--- config.mk ---
export PLATFORM = sky130hd
export DESIGN_NAME = issue_sched
export DESIGN_NICKNAME = d
export VERILOG_FILES = /design/src/rtl/issue_sched.sv
export SDC_FILE = /design/constraint.sdc
export NUM_CORES = 1
export LEC_CHECK = 0
export BUFFER_PORTS_ARGS = -buffer_cell sky130_fd_sc_hd__buf_2
export CORE_ASPECT_RATIO = 1.5
export CORE_MARGIN = 2
export CORE_UTILIZATION = 40
export CTS_CLUSTER_SIZE = 24
export DETAILED_ROUTE_END_ITERATION = 12
export PLACE_DENSITY_LB_ADDON = 0.25
export SLEW_MARGIN = 10
export SYNTH_ARGS = -nofsm -noshare
export SYNTH_HDL_FRONTEND = slang
export SYNTH_SLANG_ARGS = --single-unit
--- constraint.sdc ---
create_clock -name clk -period 4.35 [get_ports clk]
set_clock_uncertainty 0.1 [all_clocks]
set_input_delay 0.435 -clock clk [delete_from_list [all_inputs] [get_ports clk]]
set_output_delay 0.435 -clock clk [all_outputs]
set_load 0.1 [all_outputs]
--- src/rtl/issue_sched.sv ---
// Out-of-order issue scheduler: tag-wakeup reservation station with oldest-first select via age matrix.
// Optional macro SCHED_FAST_WAKEUP_EN lets a same-cycle wakeup broadcast make an entry eligible.
module issue_sched #(
  parameter int DEPTH = 8,
  parameter int TAGW  = 6,
  parameter int PAYW  = 32
) (
  input  logic                         clk,
  input  logic                         rst,
  input  logic                         flush,
  input  logic                         in_valid,
  output logic                         in_ready,
  input  logic [TAGW-1:0]              in_src1_tag,
  input  logic                         in_src1_rdy,
  input  logic [TAGW-1:0]              in_src2_tag,
  input  logic                         in_src2_rdy,
  input  logic [TAGW-1:0]              in_dst_tag,
  input  logic [PAYW-1:0]              in_payload,
  input  logic                         wb_valid,
  input  logic [TAGW-1:0]              wb_tag,
  output logic                         out_valid,
  input  logic                         out_ready,
  output logic [TAGW-1:0]              out_dst_tag,
  output logic [PAYW-1:0]              out_payload,
  output logic [$clog2(DEPTH+1)-1:0]   count
);
  localparam int CW = $clog2(DEPTH + 1);

  logic [DEPTH-1:0]            valid_q, valid_d;
  logic [DEPTH-1:0]            s1_rdy_q, s1_rdy_d, s2_rdy_q, s2_rdy_d;
  logic [DEPTH-1:0][TAGW-1:0]  s1_tag_q, s1_tag_d, s2_tag_q, s2_tag_d, dst_q, dst_d;
  logic [DEPTH-1:0][PAYW-1:0]  pay_q, pay_d;
  // age_q[i][j] set means entry j is older than entry i
  logic [DEPTH-1:0]            age_q [DEPTH];
  logic [DEPTH-1:0]            age_d [DEPTH];
  logic [CW-1:0]               count_q, count_d;

  logic [DEPTH-1:0] elig, sel_oh, free_oh, disp_oh, iss_oh;
  logic             do_disp, do_iss;

  // Lowest invalid slot: isolate the lowest zero bit of the valid vector
  assign free_oh  = ~valid_q & (valid_q + DEPTH'(1));
  assign in_ready = ~rst & ~flush & (|free_oh);
  assign do_disp  = in_valid & in_ready;
  assign do_iss   = out_valid & out_ready & ~flush;
  assign disp_oh  = free_oh & {DEPTH{do_disp}};
  assign iss_oh   = sel_oh & {DEPTH{do_iss}};
  assign count    = count_q;

  // Per-entry eligibility
  always_comb begin
    elig = '0;
    for (int i = 0; i < DEPTH; i++) begin
`ifdef SCHED_FAST_WAKEUP_EN
      elig[i] = valid_q[i]
              & (s1_rdy_q[i] | (wb_valid & (s1_tag_q[i] == wb_tag)))
              & (s2_rdy_q[i] | (wb_valid & (s2_tag_q[i] == wb_tag)));
`else
      elig[i] = valid_q[i] & s1_rdy_q[i] & s2_rdy_q[i];
`endif
    end
  end

  // Oldest eligible entry: eligible with no older eligible entry
  always_comb begin
    sel_oh = '0;
    for (int i = 0; i < DEPTH; i++) begin
      sel_oh[i] = elig[i] & ~(|(age_q[i] & elig));
    end
  end

  // Issue port mux; one-hot select makes the OR-reduction exact and zero when idle
  always_comb begin
    out_valid   = |elig;
    out_dst_tag = '0;
    out_payload = '0;
    for (int i = 0; i < DEPTH; i++) begin
      out_dst_tag = out_dst_tag | ({TAGW{sel_oh[i]}} & dst_q[i]);
      out_payload = out_payload | ({PAYW{sel_oh[i]}} & pay_q[i]);
    end
  end

  // Next-state: wakeup, issue, dispatch, age update, flush
  always_comb begin
    valid_d  = valid_q;
    s1_rdy_d = s1_rdy_q;
    s2_rdy_d = s2_rdy_q;
    s1_tag_d = s1_tag_q;
    s2_tag_d = s2_tag_q;
    dst_d    = dst_q;
    pay_d    = pay_q;
    for (int i = 0; i < DEPTH; i++) begin
      age_d[i] = age_q[i];
    end
    if (flush) begin
      valid_d = '0;
    end else begin
      valid_d = (valid_q & ~iss_oh) | disp_oh;
      for (int i = 0; i < DEPTH; i++) begin
        if (disp_oh[i]) begin
          s1_tag_d[i] = in_src1_tag;
          s2_tag_d[i] = in_src2_tag;
          s1_rdy_d[i] = in_src1_rdy | (wb_valid & (in_src1_tag == wb_tag));
          s2_rdy_d[i] = in_src2_rdy | (wb_valid & (in_src2_tag == wb_tag));
          dst_d[i]    = in_dst_tag;
          pay_d[i]    = in_payload;
          age_d[i]    = valid_q;
        end else begin
          s1_rdy_d[i] = s1_rdy_q[i] | (wb_valid & valid_q[i] & (s1_tag_q[i] == wb_tag));
          s2_rdy_d[i] = s2_rdy_q[i] | (wb_valid & valid_q[i] & (s2_tag_q[i] == wb_tag));
          age_d[i]    = age_q[i] & ~disp_oh;
        end
      end
    end
    count_d = '0;
    for (int i = 0; i < DEPTH; i++) begin
      count_d = count_d + CW'(valid_d[i]);
    end
  end

  // State registers with synchronous reset
  always_ff @(posedge clk) begin
    if (rst) begin
      valid_q  <= '0;
      s1_rdy_q <= '0;
      s2_rdy_q <= '0;
      s1_tag_q <= '0;
      s2_tag_q <= '0;
      dst_q    <= '0;
      pay_q    <= '0;
      count_q  <= '0;
      for (int i = 0; i < DEPTH; i++) begin
        age_q[i] <= '0;
      end
    end else begin
      valid_q  <= valid_d;
      s1_rdy_q <= s1_rdy_d;
      s2_rdy_q <= s2_rdy_d;
      s1_tag_q <= s1_tag_d;
      s2_tag_q <= s2_tag_d;
      dst_q    <= dst_d;
      pay_q    <= pay_d;
      count_q  <= count_d;
      for (int i = 0; i < DEPTH; i++) begin
        age_q[i] <= age_d[i];
      end
    end
  end
endmodule

==> impl_metrics.prom <==
# TYPE chip_impl_metric gauge
chip_impl_info{name="run_status",value="completed"} 1
chip_impl_metric{name="number_of_enable_flip_flop_cells_after_synthesis",unit=""} 0
chip_impl_metric{name="ys_seq_elements",unit=""} 492
chip_impl_metric{name="place_ws",unit="ns"} 0.09290
chip_impl_info{name="critical_path.slowest_cell",value="sky130_fd_sc_hd__fa_1"} 1
chip_impl_metric{name="antenna_found_initial",unit=""} 6
chip_impl_metric{name="worstSetupPathDepth",unit=""} 13
chip_impl_metric{name="finish.net_count",unit=""} 2845
chip_impl_metric{name="slew-limit-headroom",unit="%"} 21.74
chip_impl_metric{name="timing.final.crit_share",unit="%"} 96.61
chip_impl_metric{name="clock_path_buffers",unit=""} 3
chip_impl_metric{name="fill_cells",unit=""} 5247
chip_impl_metric{name="power.internal",unit="mW"} 6.878
chip_impl_metric{name="combPwrFrac",unit="%"} 4.0
chip_impl_metric{name="synth_largest_type_area_fraction",unit="%"} 45.56
chip_impl_metric{name="fin_tns_setup",unit="ns"} 0
chip_impl_metric{name="max_freq",unit="MHz"} 238.0
chip_impl_metric{name="ys_warn_count",unit=""} 0
chip_impl_metric{name="placeableCoreArea",unit="sq um"} 53480
chip_impl_metric{name="fin_util",unit="%"} 45.21
chip_impl_metric{name="drive_above_1_share",unit="%"} 10.68
chip_impl_metric{name="drt.antenna.violating_nets",unit=""} 0
chip_impl_metric{name="worstHoldPathCells",unit=""} 3
chip_impl_info{name="layout_commonest_cell",value="sky130_fd_sc_hd__nand2_1"} 1
chip_impl_metric{name="grt_overflow_total",unit=""} 0
chip_impl_metric{name="first_global_vias",unit=""} 19150
chip_impl_metric{name="timing.final.ws_setup",unit="ns"} 0.1474
chip_impl_metric{name="die-area",unit="sq um"} 55960
chip_impl_metric{name="synth-seq-area-share",unit="%"} 45.56
chip_impl_metric{name="clock_latency",unit="ns"} 0.60
chip_impl_metric{name="routed_wire_length",unit="mm"} 76.65
chip_impl_info{name="synth_top_cells_by_area",value="sky130_fd_sc_hd__dfxtp_1 46%, sky130_fd_sc_hd__nand2_1 14%, sky130_fd_sc_hd__a21oi_1 9.6%"} 1
chip_impl_info{name="tritoncts_clock_tree",value="yes"} 1
chip_impl_info{name="cp_top_family",value="adder cells"} 1
chip_impl_metric{name="areaGrowthSynthToFinish",unit="%"} 11.84
chip_impl_metric{name="clkTransAtPathRegs",unit="ns"} 0.07
chip_impl_info{name="ys.flop_type",value="sky130_fd_sc_hd__dfxtp_1"} 1
chip_impl_metric{name="met1_usage",unit="%"} 30.37
chip_impl_metric{name="worst-endpoint-required",unit="ns"} 4.68
chip_impl_info{name="worstPathCellList",value="and3_4 -> or4_4 -> o21ai_2 -> nor3_2 -> or3_1 -> fa_1 -> fa_1 -> fa_1 -> inv_1 -> ha_2 -> inv_1 -> fa_2 -> nor2_1"} 1
chip_impl_metric{name="register_area",unit="sq um"} 9849
chip_impl_metric{name="num_rows",unit=""} 104
chip_impl_info{name="min_from",value="in_dst_tag[5]"} 1
chip_impl_metric{name="avgSynthCellArea",unit="sq um"} 7.639
chip_impl_metric{name="critical_path_peak_fanout",unit=""} 3
chip_impl_metric{name="netSwitchingPower",unit="mW"} 2.129
chip_impl_info{name="most_area_hungry_cell_type_in_the_yosys_netlist",value="sky130_fd_sc_hd__dfxtp_1"} 1
chip_impl_info{name="crit_path_end_kind",value="flip-flop"} 1
chip_impl_metric{name="dieWidth",unit="microns"} 193.8
chip_impl_metric{name="grt.total_usage",unit="%"} 26.77
chip_impl_metric{name="power.share.switching",unit="%"} 23.64
chip_impl_metric{name="async_reset_ff_share",unit="%"} 0
chip_impl_metric{name="detailedRoute.firstPassIterationCount",unit=""} 6
chip_impl_metric{name="grt_max_degree",unit=""} 211
chip_impl_info{name="critical_path.most_common_cell",value="sky130_fd_sc_hd__fa_1"} 1
chip_impl_info{name="timing.hold.worst.class",value="primary input to flip-flop"} 1
chip_impl_metric{name="max_stage_delay",unit="ns"} 0.60
chip_impl_metric{name="worst_slew_pin_slew",unit="ns"} 1.174
chip_impl_info{name="crit_path_end",value="count[1]"} 1
chip_impl_metric{name="initial_util",unit="%"} 40.42
chip_impl_info{name="busiest_layer_in_global_routing",value="met2"} 1
chip_impl_metric{name="worstPathBufferInverterCount",unit=""} 2
chip_impl_metric{name="number_of_max_cap_violations",unit=""} 0
chip_impl_info{name="timing.setup.critical_path_class",value="flip-flop to flip-flop"} 1
chip_impl_metric{name="seq_power_share",unit="%"} 50.4
chip_impl_metric{name="finalWeightedCongestion",unit=""} 0.9324
chip_impl_metric{name="post_drt_wl_per_cell",unit="microns"} 21.88
chip_impl_info{name="worstSetupStartpointType",value="flip-flop"} 1
chip_impl_metric{name="post_cts_resize_count",unit=""} 0
chip_impl_metric{name="leakage",unit="nW"} 8.122
chip_impl_info{name="critical_path.startpoint",value="s1_rdy_q[1]"} 1
chip_impl_metric{name="cellPowerDensity",unit="nW/um^2"} 372.6
chip_impl_metric{name="drtIter0Drc",unit=""} 1992
chip_impl_metric{name="p_total",unit="mW"} 9.007
chip_impl_metric{name="power.clock.fraction",unit="%"} 45.6
chip_impl_metric{name="synth.lib_cells_used.distinct",unit=""} 65
chip_impl_metric{name="global_route_met3_utilization",unit="%"} 3.457
chip_impl_metric{name="io_pins",unit=""} 108
chip_impl_metric{name="die-height",unit="microns"} 288.7
chip_impl_metric{name="multi_input_comb_area",unit="sq um"} 10050
chip_impl_metric{name="timing.reg2reg.worst_path_depth",unit=""} 13
chip_impl_metric{name="timing_max_transition_violations_final",unit=""} 0
chip_impl_metric{name="report.final.setup_viol",unit=""} 0
chip_impl_metric{name="cts_buffers",unit=""} 47
chip_impl_metric{name="cts.sinks",unit=""} 492
chip_impl_info{name="reg_to_reg_critical_path_endpoint",value="count[1]"} 1
chip_impl_metric{name="vdd_ir_drop_max",unit="V"} 0.0002650
chip_impl_info{name="final_cell_mix",value="816 x sky130_fd_sc_hd__nand2_1, 492 x sky130_fd_sc_hd__dfxtp_1, 415 x sky130_fd_sc_hd__a21oi_1"} 1
chip_impl_metric{name="cts_htree_levels",unit=""} 2
chip_impl_metric{name="post-dp-hpwl",unit="mm"} 45.02
chip_impl_info{name="cts_root_buf",value="sky130_fd_sc_hd__clkbuf_16"} 1
chip_impl_metric{name="grt_util_met2",unit="%"} 47.77
chip_impl_metric{name="synth_area",unit="sq um"} 21620
chip_impl_metric{name="vias_per_cell",unit=""} 5.644
chip_impl_metric{name="wire_length_of_the_first_global_routing_pass",unit="mm"} 116.0
chip_impl_metric{name="num_vias",unit=""} 19776
chip_impl_info{name="worst_flop_to_flop_path_startpoint",value="s1_rdy_q[1]"} 1
chip_impl_metric{name="layout_min_cycle_time",unit="ns"} 4.203
chip_impl_metric{name="report.final.hold_viol_count",unit=""} 0
chip_impl_metric{name="post_cts.repair.setup_buffers",unit=""} 0
chip_impl_metric{name="portBuffers",unit=""} 107
chip_impl_metric{name="drt_drc_violations_left",unit=""} 0
chip_impl_metric{name="number_of_standard_cells_after_synthesis",unit=""} 2830
chip_impl_metric{name="synth.net_count",unit=""} 2901
chip_impl_metric{name="crit_arrival",unit="ns"} 4.54
chip_impl_metric{name="reg2reg_setup_slack",unit="ns"} 0.15
chip_impl_metric{name="cts_hold_repair.buffers",unit=""} 0
## worst min-delay path, stage by stage
cell and delay [ns]:
sky130_fd_sc_hd__buf_2 0.15, sky130_fd_sc_hd__nand2_1 0.07, sky130_fd_sc_hd__a21oi_1 0.05
## how the worst min path moves through the flow
stage	slack, ns	end
global placement	0.34	age_q[1][18]
global route	0.05	dst_q[31]
detailed placement	0.34	age_q[1][11]
finish	0.04	dst_q[23]
floorplan	0.32	age_q[1][17]
CTS	0.02	dst_q[31]
## power groups by stage
| stage | registers, mW | logic [mW] | clock network (mW) |
|---|---|---|---|
| final | 4.54 | 0.362 | 4.11 |
| after global routing | 4.54 | 0.391 | 4.37 |
| after CTS | 4.54 | 0.359 | 4.18 |
| after detailed placement | 4.64 | 0.358 | 0 |
| after global placement | 4.64 | 0.354 | 0 |
| after floorplan | 4.64 | 0.249 | 0 |
## layer usage
metal	part of all wire [%]	vias up
li1	-	9330
met2	50	752
met5	0.010	-
met4	6.6	2
met1	37	9451
met3	6.2	241
## registers in the layout, summed over array words and instances, names as in the netlist, named ones only
name / cells
s1_rdy_q: 8
dst_q: 48
s1_tag_q: 48
age_q: 56
count: 4
valid_q: 8
s2_rdy_q: 8
pay_q: 256
s2_tag_q: 48
## logic make-up after synthesis
logic type	share of synthesized area [%]
AOI/OAI and AO/OA	17.73
xor gates and xnor gates	4.416
buffers and inverters	8.491
and+or+nand+nor	23.25
adders and majority gates	0.5441
DFF	45.56
## metrics by stage
stage	hold WS, ns	instance area [sq um]	instances
after detailed placement	0.3410	22620	3414
final	0.04499	24180	3504
after global routing	0.04562	24170	3502
after global placement	0.3363	22620	3414
after CTS	0.01983	24140	3499
after floorplan	0.3227	21620	2830
## synthesized netlist by cell type (43+ instances only)
| cell type | n |
|---|---|
| sky130_fd_sc_hd__nand4_1 | 70 |
| sky130_fd_sc_hd__buf_2 | 127 |
| sky130_fd_sc_hd__nor2_1 | 43 |
| sky130_fd_sc_hd__nand2_1 | 816 |
| sky130_fd_sc_hd__nor3_1 | 121 |
| sky130_fd_sc_hd__inv_1 | 128 |
| sky130_fd_sc_hd__xnor2_1 | 50 |
| sky130_fd_sc_hd__nand3_1 | 51 |
| sky130_fd_sc_hd__dfxtp_1 | 492 |
| sky130_fd_sc_hd__clkbuf_1 | 126 |
| sky130_fd_sc_hd__a22oi_1 | 77 |
| sky130_fd_sc_hd__xor2_1 | 59 |
| sky130_fd_sc_hd__a21oi_1 | 415 |
## final cells by class
cell class,count,area share (%)
Antenna cell,5,0.05175
Tap cell,689,3.566
Timing Repair Buffer,181,5.776
Clock buffer,65,5.475
Clock inverter,20,0.8177
Inverter,129,2.003
Sequential cell,492,40.74
Multi-Input combinational cell,1923,41.57
Power figures use the tool's default switching activity.
